[src/rtl/seg7_scan_display_pkg.sv]
// Shared constants and types for the 4-digit multiplexed 7-segment display sink.
// All segment patterns are active low: {g,f,e,d,c,b,a}.
package seg7_scan_display_pkg;

  localparam int unsigned NUM_DIGITS = 4;

  localparam logic [6:0] SEG_0 = 7'h40;
  localparam logic [6:0] SEG_1 = 7'h79;
  localparam logic [6:0] SEG_2 = 7'h24;
  localparam logic [6:0] SEG_3 = 7'h30;
  localparam logic [6:0] SEG_4 = 7'h19;
  localparam logic [6:0] SEG_5 = 7'h12;
  localparam logic [6:0] SEG_6 = 7'h02;
  localparam logic [6:0] SEG_7 = 7'h78;
  localparam logic [6:0] SEG_8 = 7'h00;
  localparam logic [6:0] SEG_9 = 7'h10;
  localparam logic [6:0] SEG_A = 7'h08;
  localparam logic [6:0] SEG_B = 7'h03;
  localparam logic [6:0] SEG_C = 7'h46;
  localparam logic [6:0] SEG_D = 7'h21;
  localparam logic [6:0] SEG_E = 7'h06;
  localparam logic [6:0] SEG_F = 7'h0E;

  localparam logic [7:0] SEG_OFF = 8'hFF;
  localparam logic [3:0] AN_OFF  = 4'hF;

  typedef logic [1:0] dig_idx_t;

  // Frame snapshot: everything the scan needs stays frozen for a whole frame.
  typedef struct packed {
    logic [15:0] data;
    logic [3:0]  point;
    logic [3:0]  blink;
    logic        ph;
  } snap_t;

endpackage

[src/rtl/seg7_scan_display_hex_decode.sv]
// Combinational hex-to-7-segment decoder, full 0-F font, active-low output.
module seg7_hex_decode
  import seg7_scan_display_pkg::*;
(
  input  logic [3:0] nibble_i,
  output logic [6:0] seg_n_o
);

  always_comb begin
    seg_n_o = SEG_8;
    unique case (nibble_i)
      4'h0: seg_n_o = SEG_0;
      4'h1: seg_n_o = SEG_1;
      4'h2: seg_n_o = SEG_2;
      4'h3: seg_n_o = SEG_3;
      4'h4: seg_n_o = SEG_4;
      4'h5: seg_n_o = SEG_5;
      4'h6: seg_n_o = SEG_6;
      4'h7: seg_n_o = SEG_7;
      4'h8: seg_n_o = SEG_8;
      4'h9: seg_n_o = SEG_9;
      4'hA: seg_n_o = SEG_A;
      4'hB: seg_n_o = SEG_B;
      4'hC: seg_n_o = SEG_C;
      4'hD: seg_n_o = SEG_D;
      4'hE: seg_n_o = SEG_E;
      4'hF: seg_n_o = SEG_F;
    endcase
  end

endmodule

[src/rtl/seg7_scan_display.sv]
// Time-multiplexed driver for a common-anode 4-digit 7-segment display with
// per-digit decimal point and blink; inputs are snapshotted once per frame.
module seg7_scan_display
  import seg7_scan_display_pkg::*;
#(
  parameter int unsigned SCAN_DIV  = 50000,
  parameter int unsigned DEAD_CYC  = 2,
  parameter int unsigned BLINK_DIV = 12500000
) (
  input  logic        clk,
  input  logic        reset,
  input  logic [15:0] disp_data,
  input  logic [3:0]  s_point,
  input  logic [3:0]  t_blink,
  output logic [3:0]  an,
  output logic [7:0]  seg
);

  localparam int unsigned ScanW  = (SCAN_DIV > 1) ? $clog2(SCAN_DIV) : 1;
  localparam int unsigned BlinkW = (BLINK_DIV > 1) ? $clog2(BLINK_DIV) : 1;

  localparam logic [ScanW-1:0]  ScanMax  = ScanW'(SCAN_DIV - 1);
  localparam logic [ScanW-1:0]  DeadCyc  = ScanW'(DEAD_CYC);
  localparam logic [BlinkW-1:0] BlinkMax = BlinkW'(BLINK_DIV - 1);

  logic [ScanW-1:0]  scan_cnt_q, scan_cnt_d;
  dig_idx_t          dig_idx_q, dig_idx_d;
  logic [BlinkW-1:0] blink_cnt_q, blink_cnt_d;
  logic              blink_ph_q, blink_ph_d;
  logic              load_q, load_d;
  snap_t             snap_q, snap_d;
  logic [3:0]        an_q, an_d;
  logic [7:0]        seg_q, seg_d;

  logic              scan_wrap;
  logic              blink_wrap;
  logic              frame_end;
  logic              in_dead;
  logic              blanked;
  logic [3:0]        cur_nibble;
  logic [6:0]        cur_seg_n;

  // ---------------------------------------------------------------------------
  // Counters and snapshot next state
  // ---------------------------------------------------------------------------
  assign scan_wrap  = (scan_cnt_q == ScanMax);
  assign blink_wrap = (blink_cnt_q == BlinkMax);
  assign frame_end  = scan_wrap && (dig_idx_q == dig_idx_t'(NUM_DIGITS - 1));

  always_comb begin
    scan_cnt_d  = scan_wrap ? '0 : scan_cnt_q + 1'b1;
    dig_idx_d   = scan_wrap ? dig_idx_q + 1'b1 : dig_idx_q;
    blink_cnt_d = blink_wrap ? '0 : blink_cnt_q + 1'b1;
    blink_ph_d  = blink_wrap ? ~blink_ph_q : blink_ph_q;
    load_d      = 1'b0;
    snap_d      = snap_q;
    // Load at the last cycle of digit 3 so the next frame starts on fresh data.
    if (load_q || frame_end) begin
      snap_d.data  = disp_data;
      snap_d.point = s_point;
      snap_d.blink = t_blink;
      snap_d.ph    = blink_ph_q;
    end
  end

  // ---------------------------------------------------------------------------
  // Output next state, one cycle behind (dig_idx, scan_cnt)
  // ---------------------------------------------------------------------------
  assign cur_nibble = snap_q.data[{dig_idx_q, 2'b00} +: 4];
  assign in_dead    = (scan_cnt_q < DeadCyc);
  assign blanked    = snap_q.blink[dig_idx_q] && snap_q.ph;

  seg7_hex_decode u_hex_decode (
    .nibble_i (cur_nibble),
    .seg_n_o  (cur_seg_n)
  );

  always_comb begin
    an_d  = AN_OFF;
    seg_d = SEG_OFF;
    if (!in_dead && !blanked) begin
      an_d  = ~(4'b0001 << dig_idx_q);
      seg_d = {~snap_q.point[dig_idx_q], cur_seg_n};
    end
  end

  // ---------------------------------------------------------------------------
  // State registers
  // ---------------------------------------------------------------------------
  always_ff @(posedge clk) begin
    if (reset) begin
      scan_cnt_q  <= '0;
      dig_idx_q   <= '0;
      blink_cnt_q <= '0;
      blink_ph_q  <= 1'b0;
      load_q      <= 1'b1;
      snap_q      <= '0;
      an_q        <= AN_OFF;
      seg_q       <= SEG_OFF;
    end else begin
      scan_cnt_q  <= scan_cnt_d;
      dig_idx_q   <= dig_idx_d;
      blink_cnt_q <= blink_cnt_d;
      blink_ph_q  <= blink_ph_d;
      load_q      <= load_d;
      snap_q      <= snap_d;
      an_q        <= an_d;
      seg_q       <= seg_d;
    end
  end

  assign an  = an_q;
  assign seg = seg_q;

endmodule
[config.mk]
export PLATFORM = sky130hd
export DESIGN_NAME = seg7_scan_display
export DESIGN_NICKNAME = d
export VERILOG_FILES = /design/src/rtl/seg7_scan_display_pkg.sv /design/src/rtl/seg7_scan_display_hex_decode.sv /design/src/rtl/seg7_scan_display.sv
export SDC_FILE = /design/constraint.sdc
export NUM_CORES = 1
export LEC_CHECK = 0
export BUFFER_PORTS_ARGS = -buffer_cell sky130_fd_sc_hd__buf_2
export CORE_ASPECT_RATIO = 1.5
export CORE_MARGIN = 2
export CORE_UTILIZATION = 58
export CTS_CLUSTER_SIZE = 8
export DETAILED_ROUTE_END_ITERATION = 8
export PLACE_DENSITY = 0.79
export SLEW_MARGIN = 10
export SYNTH_ARGS = -nofsm -noshare
export SYNTH_HDL_FRONTEND = slang
export SYNTH_HIERARCHICAL = 1
export SYNTH_SLANG_ARGS = --single-unit
[constraint.sdc]
create_clock -name clk -period 3.8 [get_ports clk]
set_clock_uncertainty 0.1 [all_clocks]
set_input_delay 0.57 -clock clk [delete_from_list [all_inputs] [get_ports clk]]
set_output_delay 0.57 -clock clk [all_outputs]
set_load 0.05 [all_outputs]
Yosys cells after proc, flatten, opt, wreduce, memory -nomap -nowiden. Memories as Yosys holds them, arrays and structs flattened. A register that Yosys moved wholly into a read port is not among the register bits. Index checks and enable logic that the tools add are counted.

Input bits: 26. Logic and storage cells: 40. Register bits after elaboration: 81. Output and inout port bits: 12. Memories: 1. Bits in read-only memories: 112.

Multiplexer cells: 5. Shifts and indexed selects: 2. Equal/unequal tests: 3. Bitwise operators: 4. Magnitude comparators: 2. Reductions and logical operators: 9. $add $sub $neg: 3.

Memories: (no name shown) (depth 16, bits a word 7, rd ports 1, clocked after memory_dff 1, write ports 0, line seg7_scan_display_hex_decode.sv:11) `unique case (nibble_i)`.

Operator list (number): $add 24x1->24 const B (1); $eq 24x24->1 const B (1); $add 16x1->16 const B (1); $eq 16x16->1 const B (1); $lt 16x2->1 const B (1); $shiftx 16x5->4 (1); $reduce_or 2->1 (3); $bmux 1 s2 (2); $not 4->4 (1); $shl 1x2->4 const A (1); $logic_and 1x1->1 (3); $lt 2x3->1 const B (1); $mux 1 (3); $not 1->1 (3); $add 2x1->2 const B (1); $eq 2x2->1 const B (1); $logic_not 1->1 (2); $logic_or 1x1->1 (1).

Longest topological paths before layout.
Depth after elaboration: 7. Mapped depth: 8. Depth with buffers taken out: 7.

By module. Netlist, hierarchy kept.

Modules (own cells, without submodules): seg7_scan_display (times used 1, seq. area each 1621.6 µm², cells each 373, area an instance 3311.9 µm²); seg7_hex_decode (times used 1, seq. area each 0.0 µm², cells each 32, area an instance 275.3 µm²).

Least setup slack after synthesis. OpenSTA, ideal clock, no wires.

Path type: reg2reg. Start: reg dig_idx_q[0]. End: reg seg_q[3], in the netlist seg[3]. Setup time: 0.127 ns. Stages on the path, launching flop included: 8. Buffers on the path: 1. Path slack: 1.133 ns. Arrival: 2.440 ns. Required time: 3.573 ns. Clock period less this slack: 2.667 ns. Path through: dfxtp_1 > clkbuf_1 > mux4_2 > inv_1 > ha_1 > inv_1 > mux4_1 > or3_1.

Elaborated cells between the ends (all ways): 8. Those cells by class: 1 x shift; 2 x mux; 1 x bitwise; 4 x reduce/logical.

RTL lines: start, declared (line seg7_scan_display.sv:27) `dig_idx_t dig_idx_q, dig_idx_d;`; start signal, assigned (line seg7_scan_display.sv:102) `dig_idx_q <= dig_idx_d;`; $shiftx 16x5->4 (line seg7_scan_display.sv:69) `assign cur_nibble = snap_q.data[{dig_idx_q, 2'b00} +: 4];`; net cur_nibble[0] (line seg7_scan_display.sv:40) `logic [3:0] cur_nibble;`; end, declared (line seg7_scan_display.sv:33) `logic [7:0] seg_q, seg_d;`.

The timed path passes the listed nets, and every way through them passes these cells. The select of a mux whose other input is x is not followed. A chain may end at the register's enable or synchronous reset.

Worst setup path after layout. Same ends and word-level chain as after synthesis.

==> flow_metrics.py <==
metrics = {
    "place": {
        "dpl_cell_area_sq_mm": 0.003774,
        "gp_congestion": 0.8129,
        "portBuffers": 37,
        "dp_hpwl_mm": 4.889,
        "place_inst": 497,
    },
    "floorplanning": {
        "fp.dieH_um": 100.3,
        "initial_utilization_pct": 59.36,
        "die_x_um": 68.21,
        "dieArea_sq_mm": 0.006843,
        "core_sq_mm": 0.006043,
        "rows": 35,
        "pin_count": 38,
    },
    "cells_and_area": {
        "stdcell_count": 513,
        "drive_gt1_share_pct": 15.03,
        "utilization_pct": 66.48,
        "antenna_cells": 0,
        "num-nets-final": 473,
        "fin_area_sq_mm": 0.004018,
        "syn_to_final_growth_pct": 12.00,
    },
    "synth": {
        "async_flop_share_pct": 0,
        "yosysSeqAreaShare_pct": 45.20,
        "synth_cells": 405,
        "yosys_warnings": 6,
        "netlist_area_sq_mm": 0.003587,
        "syn_avg_cell_area_sq_um": 8.857,
        "synth_flop_cell": "dfxtp_1",
        "syn_nets": 444,
        "synth_cell_types": 39,
        "netlist_top_cells_area": "dfxtp_1 (45%), nand2_1 (7.2%), nor2_1 (6.2%)",
        "synth_most_common_cell": "dfxtp_1",
        "synth_top_area_share_pct": 45.20,
        "synth_seq_cells": 81,
        "synth_top_area_cell": "dfxtp_1",
        "synthTopCellsByCount": "dfxtp_1 (81), nand2_1 (69), nor2_1 (59)",
        "synth_edf_count": 0,
    },
    "setup_path": {
        "cp.arrival_ns": 2.79,
        "rr_startpoint": "dig_idx_q[0]",
        "critPathMaxFanout": 10,
        "criticalPathCategory": "reg2reg",
        "critPathLaunchType": "flip-flop",
        "worstPathRequired_ns": 3.94,
        "crit_path_end_kind": "flip-flop",
        "cp-startpoint": "dig_idx_q[0]",
    },
    "route": {
        "drt-wirelength-per-cell_um": 13.13,
        "dr.pass1.iters": 4,
        "drcViolationCount": 0,
        "vias": 2806,
        "via_per_inst": 5.470,
        "drt_iter0_markers": 125,
        "wirelength_mm": 6.738,
        "drt.antenna.violating_nets": 0,
    },
    "timing": {
        "worst_pin_slew_ns": 0.8473,
        "period_share_pct": 69.83,
        "fin_tns_setup_ns": 0,
        "final.min_clock_period_ns": 2.654,
        "hold_violations": 0,
        "maxSlewHeadroom_pct": 43.03,
        "rsz0062_at_grt": "no",
        "setup_viol": 0,
        "max_freq_mhz": 376.8,
        "finalMaxSlewViolations": 0,
    },
    "cts": {
        "htreeDepth": 3,
        "cts_root_buf": "clkbuf_8",
        "hold_buffers": 0,
        "clockBufferDepth": 2,
        "clk_latency_ns": 0.35,
        "cts_buffers": 9,
        "post-cts-setup-buffers": 0,
        "cts_sinks": 81,
        "path_clk_slew_ns": 0.08,
        "cts_resized": 0,
        "tritoncts": "yes",
    },
    "outcome": {
        "status": "completed",
    },
    "power_and_ir_drop": {
        "p_clk_share_pct": 41.9,
        "pwr_density_cell_mw_per_mm2": 442.4,
        "p_seq_share_pct": 50.2,
        "switchingPower_mw": 0.3973,
        "swShare_pct": 22.35,
        "p_int_mw": 1.380,
        "p_comb_share_pct": 7.9,
        "finalPower_mw": 1.777,
        "ir_worst_vdd_uv": 285.6,
        "p_leak_nw": 1.525,
    },
    "global_route": {
        "grt_pass1_vias": 2808,
        "overflow": 0,
        "grt_antenna_before_repair": 0,
        "grt_usage_pct": 22.27,
        "grt_start_max_net_pins": 43,
        "grt_pass1_wl_mm": 11.67,
    },
    "hold_path": {
        "holdCritPathClass": "reg2reg",
        "hold_start": "snap_q[19]",
    },
    "run": {
        "maxCapViolations": 0,
    },
}
## state kept, by name, summed over array words and instances, names as in the netlist
signal       cells
snap_q          25
blink_cnt_q     24
scan_cnt_q      16
seg              8
an               4
dig_idx_q        2
blink_ph_q       1
load_q           1
## cells in the final DEF (no fill, tap or decap), types with 3 or more instances in the layout
master,netlist,layout
nand3_1,14,14
nor3_1,3,3
nor4_1,5,5
and3_1,4,4
inv_1,9,9
xnor2_1,15,15
a21oi_1,29,29
bufinv_16,0,3
dfxtp_1,81,81
nand4_1,15,15
ha_1,13,13
nand2_1,69,69
o21ai_0,4,4
mux2i_1,5,5
mux4_2,6,6
or3_1,9,9
clkbuf_8,0,10
and4_1,4,4
buf_2,7,37
and2_1,3,3
xor2_1,20,20
nor2_1,59,59
## worst max-delay path, stage by stage (launching register included)
cell	delay (ns)
dfxtp_1	0.64
mux4_2	0.65
inv_1	0.16
ha_1	0.15
inv_1	0.04
mux4_1	0.46
or3_1	0.34
## routing by layer
metal | part of all wire (%) | vias to the layer above | global-route usage [%]
met5 | 0 | - | 0
met4 | 2.7 | 0 | 10.92
met3 | 3.4 | 17 | 4.484
met2 | 54 | 54 | 40.25
met1 | 40 | 1316 | 23.58
li1 | - | 1419 | -
## cell families (layout without fill, tap and decap cells)
kind of cell             Yosys count  after routing  share of synthesized area, %
AND/OR/NAND/NOR                  196            196                         25.81
flip-flops                        81             81                         45.20
AO/OA/AOI/OAI                     38             38                         5.999
XOR/XNOR                          35             35                         8.546
buffers and inverters             29             63                         3.697
adder cells (fa/ha/maj)           13             13                         4.534
multiplexers                      13             13                         6.209
## cell type report
type	count	area, sq um
fill	518	2026
multi-input combinational	295	1833
inverter	9	33.78
clock inverter	5	102.6
sequential	81	1622
clock buffer	11	141.4
timing repair buffer	38	192.7
tap	74	92.59
## through the flow
step	setup slack [ns]	hold WS, ns
after global placement	1.181	0.3228
after floorplan	1.133	0.3130
after detailed placement	1.103	0.3436
after global routing	1.013	0.3522
final	1.146	0.3517
after CTS	1.103	0.3432
## worst paths after layout
| kind | endpoint | slack (ns) | cells after the start |
|---|---|---|---|
| setup / recovery | seg[3] | 1.15 | 6 |
| hold / removal | snap_q[19] | 0.35 | 2 |
| setup reg to reg | seg[3] | 1.15 | 6 |
| hold reg to reg | snap_q[19] | 0.35 | 2 |
## power by group through the flow
stage / Sequential [mW] / Combinational [mW] / Clock, mW
6_report: 0.892 / 0.140 / 0.745
5_1_grt: 0.896 / 0.156 / 0.797
4_1_cts: 0.891 / 0.142 / 0.763
3_5_place_dp: 0.911 / 0.142 / 0
3_3_place_gp: 0.911 / 0.138 / 0
2_1_floorplan: 0.934 / 0.0814 / 0
No activity file was read; power rests on OpenSTA's default activity.
